File: config.mk
export PLATFORM = sky130hd
export DESIGN_NAME = snake_engine
export DESIGN_NICKNAME = d
export VERILOG_FILES = /design/src/rtl/snake_engine.sv
export SDC_FILE = /design/constraint.sdc
export NUM_CORES = 1
export LEC_CHECK = 0
export BUFFER_PORTS_ARGS = -buffer_cell sky130_fd_sc_hd__buf_4
export CAP_MARGIN = 20
export CORE_MARGIN = 1.5
export CORE_UTILIZATION = 30
export CTS_BUF_LIST = sky130_fd_sc_hd__clkbuf_8
export CTS_CLUSTER_DIAMETER = 80
export DETAILED_ROUTE_END_ITERATION = 7
export PLACE_DENSITY_LB_ADDON = 0.08
export SETUP_SLACK_MARGIN = 0.4
export SLEW_MARGIN = 40
export SYNTH_ARGS = -nofsm -noshare
export SYNTH_HDL_FRONTEND = slang
export SYNTH_SLANG_ARGS = --single-unit
File: constraint.sdc
create_clock -name clock -period 10.8 [get_ports clock]
set_input_delay 1.08 -clock clock [delete_from_list [all_inputs] [get_ports clock]]
set_output_delay 1.08 -clock clock [all_outputs]
set_load 0.1 [all_outputs]
File: src/rtl/snake_engine.sv
// snake_engine: snake head / heading / apple game logic on an 8x8 playfield.
// Optional feature macro: WRAP_AROUND_EN (edges wrap modulo 8; DEAD unreachable).
module snake_engine #(
  parameter int unsigned TICK_CYCLES = 25_000_000,
  parameter int unsigned TICK_W      = 25
) (
  input  logic       clock,
  input  logic       restart_n,
  input  logic       start,
  input  logic       dir_up,
  input  logic       dir_down,
  input  logic       dir_left,
  input  logic       dir_right,
  output logic [5:0] position,
  output logic [5:0] apple,
  output logic [5:0] score,
  output logic       step,
  output logic       ate,
  output logic       game_over
);

  localparam int unsigned CELL_W = 6;
  localparam logic [CELL_W-1:0] INIT_POS   = CELL_W'(27);
  localparam logic [CELL_W-1:0] INIT_APPLE = CELL_W'(45);
  localparam logic [CELL_W-1:0] SCORE_MAX  = CELL_W'(63);
  localparam logic [CELL_W-1:0] LFSR_SEED  = 6'b100001;
  localparam logic [TICK_W-1:0] TICK_LAST  = TICK_W'(TICK_CYCLES - 1);

  typedef enum logic [1:0] {S_IDLE, S_RUN, S_EAT, S_DEAD} state_t;
  // Opposite headings differ only in bit 0.
  typedef enum logic [1:0] {H_UP = 2'b00, H_DOWN = 2'b01, H_LEFT = 2'b10, H_RIGHT = 2'b11} head_t;

  state_t              state_q, state_d;
  head_t               heading_q, heading_d, req;
  logic                req_valid;
  logic [TICK_W-1:0]   cnt_q, cnt_d;
  logic [CELL_W-1:0]   lfsr_q, lfsr_d;
  logic [CELL_W-1:0]   pos_d, apple_d, score_d, next_cell;
  logic                step_d, ate_d, wall, tick_last;
  logic [2:0]          row, col, nrow, ncol;

  assign lfsr_d    = {lfsr_q[4:0], lfsr_q[5] ^ lfsr_q[4]};
  assign tick_last = (cnt_q == TICK_LAST);

  // Heading: accept a single non-reversing press while playing; RIGHT on game start.
  always_comb begin
    heading_d = heading_q;
    req_valid = 1'b1;
    req       = heading_q;
    case ({dir_up, dir_down, dir_left, dir_right})
      4'b1000: req = H_UP;
      4'b0100: req = H_DOWN;
      4'b0010: req = H_LEFT;
      4'b0001: req = H_RIGHT;
      default: req_valid = 1'b0;
    endcase
    if (state_q == S_IDLE || state_q == S_DEAD) begin
      if (start) heading_d = H_RIGHT;
    end else if (req_valid && (2'(req) != (2'(heading_q) ^ 2'b01))) begin
      heading_d = req;
    end
  end

  // Candidate next head cell in 3-bit arithmetic, plus wall-crossing flag.
  always_comb begin
    row  = position[5:3];
    col  = position[2:0];
    nrow = row;
    ncol = col;
    wall = 1'b0;
    case (heading_d)
      H_UP:    begin nrow = row - 3'd1; wall = (row == 3'd0); end
      H_DOWN:  begin nrow = row + 3'd1; wall = (row == 3'd7); end
      H_LEFT:  begin ncol = col - 3'd1; wall = (col == 3'd0); end
      default: begin ncol = col + 3'd1; wall = (col == 3'd7); end
    endcase
`ifdef WRAP_AROUND_EN
    wall = 1'b0;
`endif
    next_cell = {nrow, ncol};
  end

  // Game FSM: next state, tick counter and next output values.
  always_comb begin
    state_d = state_q;
    cnt_d   = cnt_q;
    pos_d   = position;
    apple_d = apple;
    score_d = score;
    step_d  = 1'b0;
    ate_d   = 1'b0;
    case (state_q)
      S_RUN: begin
        cnt_d = tick_last ? '0 : cnt_q + TICK_W'(1);
        if (tick_last) begin
          if (wall) begin
            state_d = S_DEAD;
          end else begin
            pos_d  = next_cell;
            step_d = 1'b1;
            if (next_cell == apple) begin
              ate_d   = 1'b1;
              score_d = (score == SCORE_MAX) ? score : score + CELL_W'(1);
              state_d = S_EAT;
            end
          end
        end
      end
      S_EAT: begin
        cnt_d = tick_last ? '0 : cnt_q + TICK_W'(1);
        if (lfsr_q != position) begin
          apple_d = lfsr_q;
          state_d = S_RUN;
        end
      end
      default: begin
        cnt_d = '0;
        if (start) begin
          pos_d   = INIT_POS;
          apple_d = INIT_APPLE;
          score_d = '0;
          state_d = S_RUN;
        end
      end
    endcase
  end

  // State and registered outputs.
  always_ff @(posedge clock or negedge restart_n) begin
    if (!restart_n) begin
      state_q   <= S_IDLE;
      heading_q <= H_RIGHT;
      cnt_q     <= '0;
      lfsr_q    <= LFSR_SEED;
      position  <= INIT_POS;
      apple     <= INIT_APPLE;
      score     <= '0;
      step      <= 1'b0;
      ate       <= 1'b0;
      game_over <= 1'b0;
    end else begin
      state_q   <= state_d;
      heading_q <= heading_d;
      cnt_q     <= cnt_d;
      lfsr_q    <= lfsr_d;
      position  <= pos_d;
      apple     <= apple_d;
      score     <= score_d;
      step      <= step_d;
      ate       <= ate_d;
      game_over <= (state_d == S_DEAD);
    end
  end

endmodule

==> flow_metrics.py, run 1 <==
metrics = {
    "clocking": {
        "clock-root-buffer": "clkbuf_8",
        "cts_resized": 0,
        "path_clk_slew_ns": 0.11,
        "holdBufCountCts": 0,
        "cts_tree": "done",
        "cts_made_buffers": 5,
        "htree_num_levels": 2,
        "clk_latency_ns": 0.32,
        "cts_max_path_buffers": 2,
        "cts.sinks": 56,
        "post_cts_buffers": 0,
    },
    "logic_synthesis": {
        "yosys_warnings": 0,
        "ys_types": 54,
        "synth_cells": 322,
        "synth_compound_area_frac": 0.1288,
        "syn-cell-area_um2": 3119,
        "avgSynthCellArea_um2": 9.687,
        "ys_async_sr_fraction": 1.000,
        "muxShareOfSynthArea": 0.02327,
        "yosys.area_share.simple": 0.2323,
        "synth_xor_xnor_area_share": 0.1039,
        "synth_ff_type": "dfrtp_1",
        "ys_ff_latch": 56,
        "ys_seq_area_frac": 0.4541,
        "synth_top_family_by_area": "simple AND/OR/NAND/NOR gates",
        "syn_nets": 335,
        "synth_edf_count": 0,
        "yosys.area_share.adder": 0.02888,
    },
    "global_route": {
        "track_usage": 0.1387,
        "grt_pass1_vias": 2422,
        "grt_pass1_wl_mm": 12.27,
        "gr-total-overflow": 0,
        "grt_max_degree": 57,
        "antenna_found_initial": 0,
    },
    "floorplanning": {
        "row_count": 37,
        "design.die.area_um2": 11020,
        "coreArea_um2": 10180,
        "die_h_um": 105.0,
        "start_util": 0.3063,
        "io_pins": 28,
        "dieWidth_um": 105.0,
    },
    "routing": {
        "via_count": 2375,
        "met1_length_mm": 3.419,
        "dr_wl_met2_mm": 3.403,
        "wl_met3_um": 174,
        "viasPerCell": 4.917,
        "drc": 0,
        "wl_per_cell_um": 14.72,
        "topRoutingLayerUsed": "met4",
        "drt_pass1_iterations": 4,
        "drtIter0Drc": 131,
        "final_antenna_net_count": 0,
        "wl_mm": 7.110,
    },
    "critical_path": {
        "cp_data_arrival_time_ns": 4.09,
        "slowest_delay_ns": 0.53,
        "path_cells": "buf_4 -> or3b_4 -> a2111oi_4 -> a21oi_2 -> and2_1 -> fa_1 -> nand2b_1 -> a211o_1 -> nand2_1 -> o21ai_2 -> or4_1 -> a21oi_1",
        "worstSetupPathType": "input pin to flop",
        "worstPathMaxFanout": 10,
        "cp.required_ns": 11.05,
        "critPathSlowestCell": "or4_1",
        "cp-start-kind": "input pin",
        "end_kind": "flop",
    },
    "status": {
        "status": "finished clean",
    },
    "final_layout": {
        "nets": 359,
        "area_growth_pct": 14.16,
        "fillers": 1076,
        "n_antenna_cell": 0,
        "instances_no_fill": 483,
        "drive_above_1_share": 0.1758,
        "final_cell_mix": "44 x dfrtp_1, 32 x nor2_1, 27 x buf_4",
        "final_common_cell": "dfrtp_1",
    },
    "power_and_ir_drop": {
        "powerDensity_nw_per_um2": 192.9,
        "peakVddDrop_uv": 79.44,
        "total_power_mw": 0.6870,
        "p_leak_nw": 1.500,
    },
    "sta": {
        "slew_headroom": 0.6023,
        "rsz0062_at_grt": "false",
        "period_share": 0.3558,
        "finalSetupTns_ns": 0,
        "setup_viol_count_final": 0,
        "finalMaxSlewViolations": 0,
        "worst-slew-pin-transition_ns": 0.5911,
        "skew_ns": 0.01906,
        "hold_viol": 0,
        "period_needed_ns": 3.842,
        "fmax_mhz": 260.3,
    },
    "placement": {
        "dp.cells": 475,
        "dp_hpwl_mm": 4.983,
        "gp_congestion": 0.7811,
        "port_buffers": 27,
    },
    "worst_hold_path": {
        "hold_path_class": "flop to flop",
    },
    "run": {
        "drv_cap": 0,
    },
}
## cells in the mapped netlist (10+ instances only)
master / number / share of area
inv_1: 10 / 0.012
o21ai_0: 12 / 0.019
nand3_1: 21 / 0.034
a21oi_1: 14 / 0.022
nor2_1: 32 / 0.039
dfstp_2: 12 / 0.10
nand2_1: 27 / 0.032
xnor2_1: 14 / 0.039
xor2_1: 23 / 0.065
dfrtp_1: 44 / 0.35
and3_1: 13 / 0.026
## final cells by class
type / count / area [um2] / share of cell area
Clock inverter: 3 / 38.79 / 0.01089
Tap cell: 136 / 170.2 / 0.04779
Multi-Input combinational cell: 245 / 1615 / 0.4536
Sequential cell: 56 / 1416 / 0.3978
Inverter: 10 / 37.54 / 0.01054
Timing Repair Buffer: 28 / 214.0 / 0.06008
Clock buffer: 5 / 68.82 / 0.01933
## kinds of logic (layout without fill, tap and decap cells)
group / count (synthesis) / after routing
multiplexers: 7 / 7
adder cells (fa/ha/maj): 6 / 6
XOR/XNOR: 37 / 37
flip-flops: 56 / 56
AND/OR/NAND/NOR: 139 / 139
AO/OA/AOI/OAI: 56 / 56
buffers and inverters: 21 / 46
## registers in the layout (all words and copies together), names as in the netlist
register and flops:
game_over 1, heading_q 2, ate 1, step 1
apple 6, cnt_q 25, position 6, lfsr_q 6
state_q 2, score 6
## final timing paths
| check | from | endpoint | slack, ns | depth (start not counted) |
|---|---|---|---|---|
| worst max-delay path | dir_up | score[3]$_DFFE_PN0P_ | 6.96 | 12 |
| worst min-delay path | lfsr_q[0]$_DFF_PN1_ | lfsr_q[1]$_DFF_PN0_ | 0.40 | 0 |
| worst max register to register | state_q[0]$_DFF_PN0_ | score[3]$_DFFE_PN0P_ | 6.99 | 13 |
| worst min register to register | lfsr_q[0]$_DFF_PN1_ | lfsr_q[1]$_DFF_PN0_ | 0.40 | 0 |
| max in group asynchronous | restart_n | apple[0]$_DFFE_PN1P_ | 9.68 | 1 |
| min in group asynchronous | restart_n | score[5]$_DFFE_PN0P_ | 0.72 | 1 |
## power breakdown
part	internal (mW)	switching (mW)
clock network	0.0682	0.0716
registers	0.237	0.0240
logic	0.0834	0.203
total	0.388	0.299
## stage by stage
stage          utilization  cell area (um2)  hold WS (ns)  worst slack [ns]
2_1_floorplan            -             3119        0.3922             6.935
3_3_place_gp        0.3377             3440        0.4142             6.622
3_5_place_dp        0.3387             3450        0.4066             6.598
4_1_cts             0.3493             3557        0.4071             6.926
5_1_grt             0.3496             3561        0.4245             6.564
6_report            0.3496             3561        0.4042             6.958
## worst max-delay path, delay by kind of cell
| kind | cells | cell delay, ns |
|---|---|---|
| compound gates | 5 | 1.03 |
| fa+ha+maj | 1 | 0.48 |
| buf+inv | 1 | 0.13 |
| simple gates | 5 | 1.36 |
## per-layer routing
layer,global-route usage,up-vias
met5,0,-
met4,0.04403,0
met3,0.02246,10
met2,0.2306,28
met1,0.1837,1163
li1,-,1174
(Power assumes the default switching activity.)
==> run 2: changes to the inputs <==
clock period = 3.7 ns   (was 10.8 ns; I/O delays follow)
==> run 2 against run 1 <==
Net effect:
- power grew to 3.1 times the previous value
- non-clock buffer count grew 14
- design area grew 6.3%
- global-route usage shrank 0.19 points
- core utilization grew 2.2 points
- first-iteration DRC count shrank 43%
- critical path depth grew 1
- final cell count grew 3.1%
- worst setup slack lost 6.4 ns
- largest power group unchanged
==> flow_metrics.py, run 2 (same netlist as run 1, synthesis figures left out) <==
metrics = {
    "final_layout": {
        "nets": 374,
        "fin_area_um2": 3785,
        "final_common_cell": "dfrtp_1",
        "multi_input_area_um2": 1744,
        "largest_register": "cnt_q",
        "fillers": 1079,
        "drive_above_1_share": 0.2597,
        "final_cell_mix": "44 x dfrtp_1, 40 x buf_4, 31 x nor2_1",
        "n_antenna_cell": 0,
        "area_growth_pct": 21.34,
        "regArea_um2": 1416,
        "largest_reg_flops": 25,
    },
    "routing": {
        "viasPerCell": 4.932,
        "via_count": 2456,
        "met1_length_mm": 3.440,
        "dr_wl_met2_mm": 3.770,
        "drtIter0Drc": 75,
        "final_antenna_net_count": 0,
        "wl_met3_um": 196,
        "topRoutingLayerUsed": "met4",
        "wl_mm": 7.513,
        "drc": 0,
        "drt_pass1_iterations": 4,
        "wl_per_cell_um": 15.09,
    },
    "critical_path": {
        "end_kind": "flop",
        "path_buf_inv": 2,
        "crit_family": "simple AND/OR/NAND/NOR gates",
        "cpMostUsedCell": "a21oi_2",
        "critPathSlowestCell": "fa_2",
        "worstPathMaxFanout": 5,
        "cp-start-kind": "flop",
        "r2r_setup_slack_ns": 0.51,
        "path_cells": "inv_2 -> ha_4 -> buf_6 -> a21oi_1 -> a21oi_2 -> and2_4 -> fa_2 -> nand2b_1 -> a211o_1 -> nand2_2 -> o21ai_4 -> or4_4 -> a21oi_2",
        "worstSetupPathType": "flop to flop",
        "slowest_delay_ns": 0.46,
        "cp_data_arrival_time_ns": 3.43,
        "cp.required_ns": 3.94,
    },
    "floorplanning": {
        "design.die.area_um2": 11020,
        "die_h_um": 105.0,
        "coreArea_um2": 10180,
        "io_pins": 28,
        "start_util": 0.3063,
        "row_count": 37,
        "dieWidth_um": 105.0,
    },
    "placement": {
        "dp_hpwl_mm": 5.061,
        "port_buffers": 27,
        "gp_congestion": 0.7740,
        "place_area_um2": 3490,
    },
    "power_and_ir_drop": {
        "peakVddDrop_uv": 231.6,
        "p_switching_mw": 0.9444,
        "clkPwrFrac": 0.167,
        "p_leak_nw": 1.580,
        "power_frac_seq": 0.352,
        "powerDensity_nw_per_um2": 567.5,
        "power_frac_comb": 0.481,
        "p_int_mw": 1.203,
        "swShare": 0.4397,
    },
    "run": {
        "drv_cap": 0,
    },
    "clocking": {
        "clock-root-buffer": "clkbuf_8",
        "htree_num_levels": 2,
        "clk_latency_ns": 0.31,
        "cts_made_buffers": 5,
        "cts_tree": "done",
        "cts_max_path_buffers": 2,
        "path_clk_slew_ns": 0.11,
        "holdBufCountCts": 0,
        "cts.sinks": 56,
    },
    "sta": {
        "fmax_mhz": 313.5,
        "skew_ns": 0.01004,
        "finalSetupTns_ns": 0,
        "period_share": 0.8621,
        "slew_headroom": 0.5136,
        "period_needed_ns": 3.190,
        "rsz0062_at_grt": "true",
        "finalMaxSlewViolations": 0,
        "setup_viol_count_final": 0,
        "hold_viol": 0,
        "worst-slew-pin-transition_ns": 0.7295,
    },
    "worst_hold_path": {
        "hold_path_class": "input pin to asynchronous set/reset pin",
    },
    "global_route": {
        "grt_pass1_vias": 2441,
        "track_usage": 0.1368,
        "grt_pass1_wl_mm": 12.16,
        "gr-total-overflow": 0,
        "antenna_found_initial": 0,
        "grt_max_degree": 57,
    },
    "status": {
        "status": "finished clean",
    },
}
-- run 2: cell count changes in the layout (fill, tap and decap cells not counted), moves of 2 or more --
cell | before | now
buf_4 | 27 | 40
a21oi_1 | 14 | 12
a21oi_2 | 1 | 3
and2_1 | 6 | 4
and2_4 | 0 | 2
nor3_1 | 7 | 5
o21ai_4 | 0 | 2
or4_1 | 3 | 1
or4_4 | 1 | 3
-- run 2: power groups by stage --
| stage | Combinational (mW) | Sequential, mW | Clock [mW] |
|---|---|---|---|
| final | 1.03 | 0.756 | 0.359 |
| after floorplan | 0.523 | 0.947 | 0 |
| after global placement | 0.883 | 0.773 | 0 |
| after detailed placement | 0.888 | 0.770 | 0 |
| after CTS | 0.923 | 0.757 | 0.384 |
| after global routing | 1.12 | 0.766 | 0.407 |
-- run 2: final timing paths --
kind                                      start              endpoint  cells after the start
max                        state_q[0]$_DFF_PN0_  score[2]$_DFFE_PN0P_                     13
min                                   restart_n  score[3]$_DFFE_PN0P_                      1
max reg2reg                state_q[0]$_DFF_PN0_  score[2]$_DFFE_PN0P_                     13
min reg2reg                 lfsr_q[0]$_DFF_PN1_   lfsr_q[1]$_DFF_PN0_                      0
max in group asynchronous             restart_n   cnt_q[22]$_DFF_PN0_                      1
min in group clock          lfsr_q[0]$_DFF_PN1_   lfsr_q[1]$_DFF_PN0_                      0
-- run 2: area by class of cell --
class,count,area share
Inverter,10,0.009917
Multi-Input combinational cell,246,0.4608
Clock inverter,2,0.002975
Clock buffer,6,0.02182
Tap cell,136,0.04496
Sequential cell,56,0.3742
Timing Repair Buffer,42,0.08529
-- run 2: stage by stage --
| stage | setup slack [ns] | instances | util | total power [mW] | hold WS (ns) |
|---|---|---|---|---|---|
| floorplan | 0.4151 | 322 | - | 1.470 | 0.07441 |
| global placement | 0.3611 | 476 | 0.3424 | 1.656 | 0.4174 |
| detailed placement | 0.3307 | 476 | 0.3426 | 1.658 | 0.4162 |
| CTS | 0.4271 | 486 | 0.3544 | 2.064 | 0.1398 |
| global route | 0.3772 | 498 | 0.3716 | 2.291 | 0.1482 |
| finish | 0.5103 | 498 | 0.3716 | 2.148 | 0.1144 |
-- run 2: repair_timing --
action                                  in CTS  in global routing
gates cloned                                 0                  1
pin swaps                                    3                 16
hold endpoints to repair                     0                  0
endpoints found under the setup margin       6                  8
setup buffers                                2                 11
resized for setup                            4                 16
-- run 2: metal layers --
| metal | GRT usage | vias up |
|---|---|---|
| met2 | 0.2311 | 28 |
| met4 | 0.04110 | 0 |
| met1 | 0.1771 | 1215 |
| met5 | 0 | - |
| met3 | 0.02558 | 8 |
| li1 | - | 1205 |
==> run 3: changes to the inputs <==
ABC_AREA = 1   (was not set)
==> run 3 against run 2 <==
Net effect:
- via count grew 13%
- core utilization shrank 1.5 points
- combinational power shrank 86%
- sequential share of layout area grew 0.65 points
- design area shrank 1.7%
- clock skew grew 0.0049 ns
- critical path depth grew 8
- area after synthesis grew 4.0%
- non-clock buffer count shrank 13
- largest cell class unchanged
==> flow_metrics.py, run 3 <==
metrics = {
    "worst_hold_path": {
        "hold_path_class": "input pin to asynchronous set/reset pin",
    },
    "placement": {
        "dp_hpwl_mm": 5.696,
        "dp.cells": 569,
        "port_buffers": 27,
        "gp_congestion": 0.7942,
    },
    "critical_path": {
        "reg2reg_depth": 21,
        "crit_family": "simple AND/OR/NAND/NOR gates",
        "worstPathMaxFanout": 9,
        "end_kind": "flop",
        "slowest_delay_ns": 0.42,
        "cpMostUsedCell": "nand2_1",
        "cp.required_ns": 3.95,
        "worstSetupPathType": "flop to flop",
        "cp_data_arrival_time_ns": 3.18,
        "r2r_setup_slack_ns": 0.77,
        "reg2reg_to": "score[1]$_DFFE_PN0P_",
        "path_buf_inv": 4,
        "path_cells": "inv_2 -> ha_4 -> inv_2 -> nand3_1 -> nand2_2 -> inv_1 -> nor2_1 -> fa_1 -> inv_1 -> nand2_1 -> nand2_2 -> nand2_1 -> nand2_1 -> nand2_1 -> nor2_1 -> nand2_1 -> nor2_4 -> nand3_4 -> nand2_4 -> nand3_1 -> nand2_1",
        "cp-start-kind": "flop",
        "critPathSlowestCell": "dfrtp_1",
        "reg2reg_from": "state_q[0]$_DFF_PN0_",
    },
    "logic_synthesis": {
        "syn-cell-area_um2": 3243,
        "syn_nets": 422,
        "synth_ff_type": "dfrtp_1",
        "synth_top_family_by_area": "simple AND/OR/NAND/NOR gates",
        "yosysTopAreaCell": "dfrtp_1",
        "synth_cells": 409,
        "avgSynthCellArea_um2": 7.929,
        "synth_top_area_frac": 0.3395,
        "yosys_warnings": 0,
        "synth_edf_count": 0,
        "ys_types": 39,
        "ys_seq_area_frac": 0.4367,
        "muxShareOfSynthArea": 0,
        "ys_ff_latch": 56,
        "yosys-top-cells-count": "87 x nand2_1, 61 x inv_1, 44 x dfrtp_1",
        "yosys.area_share.adder": 0.02778,
        "synth_most_common_cell": "nand2_1",
        "ys_async_sr_fraction": 1.000,
        "synth_compound_area_frac": 0.09452,
        "yosys.area_share.simple": 0.3287,
        "synth_xor_xnor_area_share": 0.02431,
        "synthTopCellsByArea": "dfrtp_1 34%, nand2_1 10%, dfstp_2 9.7%",
    },
    "routing": {
        "drc": 0,
        "drtIter0Drc": 123,
        "wl_per_cell_um": 13.12,
        "final_antenna_net_count": 0,
        "drt_pass1_iterations": 5,
        "wl_mm": 7.599,
        "viasPerCell": 4.786,
        "via_count": 2771,
    },
    "final_layout": {
        "n_antenna_cell": 0,
        "instances_no_fill": 579,
        "largest_reg_flops": 25,
        "final_cell_mix": "86 x nand2_1, 59 x inv_1, 44 x dfrtp_1",
        "largest_register": "cnt_q",
        "drive_above_1_share": 0.2054,
        "regArea_um2": 1416,
        "nets": 455,
        "area_growth_pct": 14.70,
        "fillers": 1133,
        "final_common_cell": "nand2_1",
        "multi_input_area_um2": 1556,
    },
    "floorplanning": {
        "dieWidth_um": 107.0,
        "coreArea_um2": 10420,
        "design.die.area_um2": 11440,
        "io_pins": 28,
        "row_count": 37,
        "start_util": 0.3114,
        "die_h_um": 107.0,
    },
    "global_route": {
        "busiest_layer": "met2",
        "antenna_found_initial": 0,
        "use_met2": 0.2312,
        "track_usage": 0.1412,
        "grt_max_degree": 57,
        "grt_pass1_vias": 2587,
        "gr-total-overflow": 0,
        "grt_pass1_wl_mm": 12.81,
        "met3_usage": 0.02067,
        "use_met1": 0.1959,
    },
    "clocking": {
        "clock-root-buffer": "clkbuf_8",
        "path_clk_slew_ns": 0.11,
        "holdBufCountCts": 0,
        "cts_max_path_buffers": 2,
        "cts_tree": "done",
        "cts_made_buffers": 5,
        "htree_num_levels": 2,
        "cts.sinks": 56,
        "clk_latency_ns": 0.31,
    },
    "status": {
        "status": "finished clean",
    },
    "power_and_ir_drop": {
        "peakVddDrop_uv": 202.2,
        "p_leak_nw": 1.807,
        "powerDensity_nw_per_um2": 317.9,
    },
    "sta": {
        "period_share": 0.7928,
        "hold_viol": 0,
        "finalMaxSlewViolations": 0,
        "period_needed_ns": 2.933,
        "rsz0062_at_grt": "false",
        "finalSetupTns_ns": 0,
        "skew_ns": 0.01496,
        "worst-slew-pin-transition_ns": 0.7178,
        "fmax_mhz": 340.9,
        "setup_viol_count_final": 0,
        "slew_headroom": 0.5215,
    },
    "run": {
        "drv_cap": 0,
    },
}
==> run 3: cell count changes after synthesis, moves of 7 or more <==
| cell | previous run | this run |
|---|---|---|
| nor2_2 | 0 | 9 |
| and3_1 | 13 | 1 |
| xor2_1 | 23 | 9 |
| xnor2_1 | 14 | 0 |
| nand2_1 | 27 | 87 |
| inv_1 | 10 | 61 |
| nand2_2 | 0 | 10 |
| nand4_1 | 2 | 14 |
| nand3_1 | 21 | 33 |
| a22oi_1 | 1 | 8 |
==> run 3: cells by family after synthesis <==
logic type,after synthesis
flops,56
xor+xnor,9
buf+inv,69
simple gates,219
compound gates,50
fa+ha+maj,6
==> run 3: power by group <==
part | switching (mW) | leakage, nW | total [mW] | internal (mW)
clock network | 0.209 | 0.0558 | 0.411 | 0.201
logic | 0.0997 | 1.06 | 0.147 | 0.0468
registers | 0.00431 | 0.695 | 0.625 | 0.621
total | 0.313 | 1.81 | 1.18 | 0.869
==> run 3: layout make-up <==
class | instances | share of cell area
clock inverter | 3 | 0.01144
multi-input combinational | 284 | 0.4184
clock buffer | 5 | 0.01850
inverter | 66 | 0.06660
timing repair buffer | 29 | 0.05853
tap | 136 | 0.04574
sequential | 56 | 0.3808
==> run 3: worst max-delay path by stage <==
stage                         startpoint              endpoint  cells past startpoint
floorplan           state_q[0]$_DFF_PN0_   game_over$_DFF_PN0_                     23
global placement    state_q[0]$_DFF_PN0_   game_over$_DFF_PN0_                     22
detailed placement  state_q[0]$_DFF_PN0_   game_over$_DFF_PN0_                     22
CTS                 state_q[0]$_DFF_PN0_  score[1]$_DFFE_PN0P_                     21
global route        state_q[0]$_DFF_PN0_  score[1]$_DFFE_PN0P_                     21
finish              state_q[0]$_DFF_PN0_  score[1]$_DFFE_PN0P_                     21
==> run 3: routing by layer <==
layer	vias up	wire length [um]
met4	0	72
met1	1312	3685
met2	53	3556
met5	-	0
met3	6	285
li1	1400	-
==> run 3: stage by stage <==
step | setup WS, ns | hold slack [ns] | utilization | instance area, um2 | power [mW]
2_1_floorplan | 0.9040 | 0.07441 | - | 3243 | 0.7390
3_3_place_gp | 0.5974 | 0.4136 | 0.3435 | 3578 | 0.7728
3_5_place_dp | 0.5301 | 0.4065 | 0.3435 | 3578 | 0.7723
4_1_cts | 0.4972 | 0.1324 | 0.3542 | 3690 | 1.192
5_1_grt | 0.4139 | 0.1626 | 0.3571 | 3720 | 1.249
6_report | 0.7668 | 0.09774 | 0.3571 | 3720 | 1.182
==> run 3: timing repair <==
action                     4_1_cts  5_1_grt
buffers inserted                 0        2
resized for setup                0        5
setup endpoints to repair        0       10
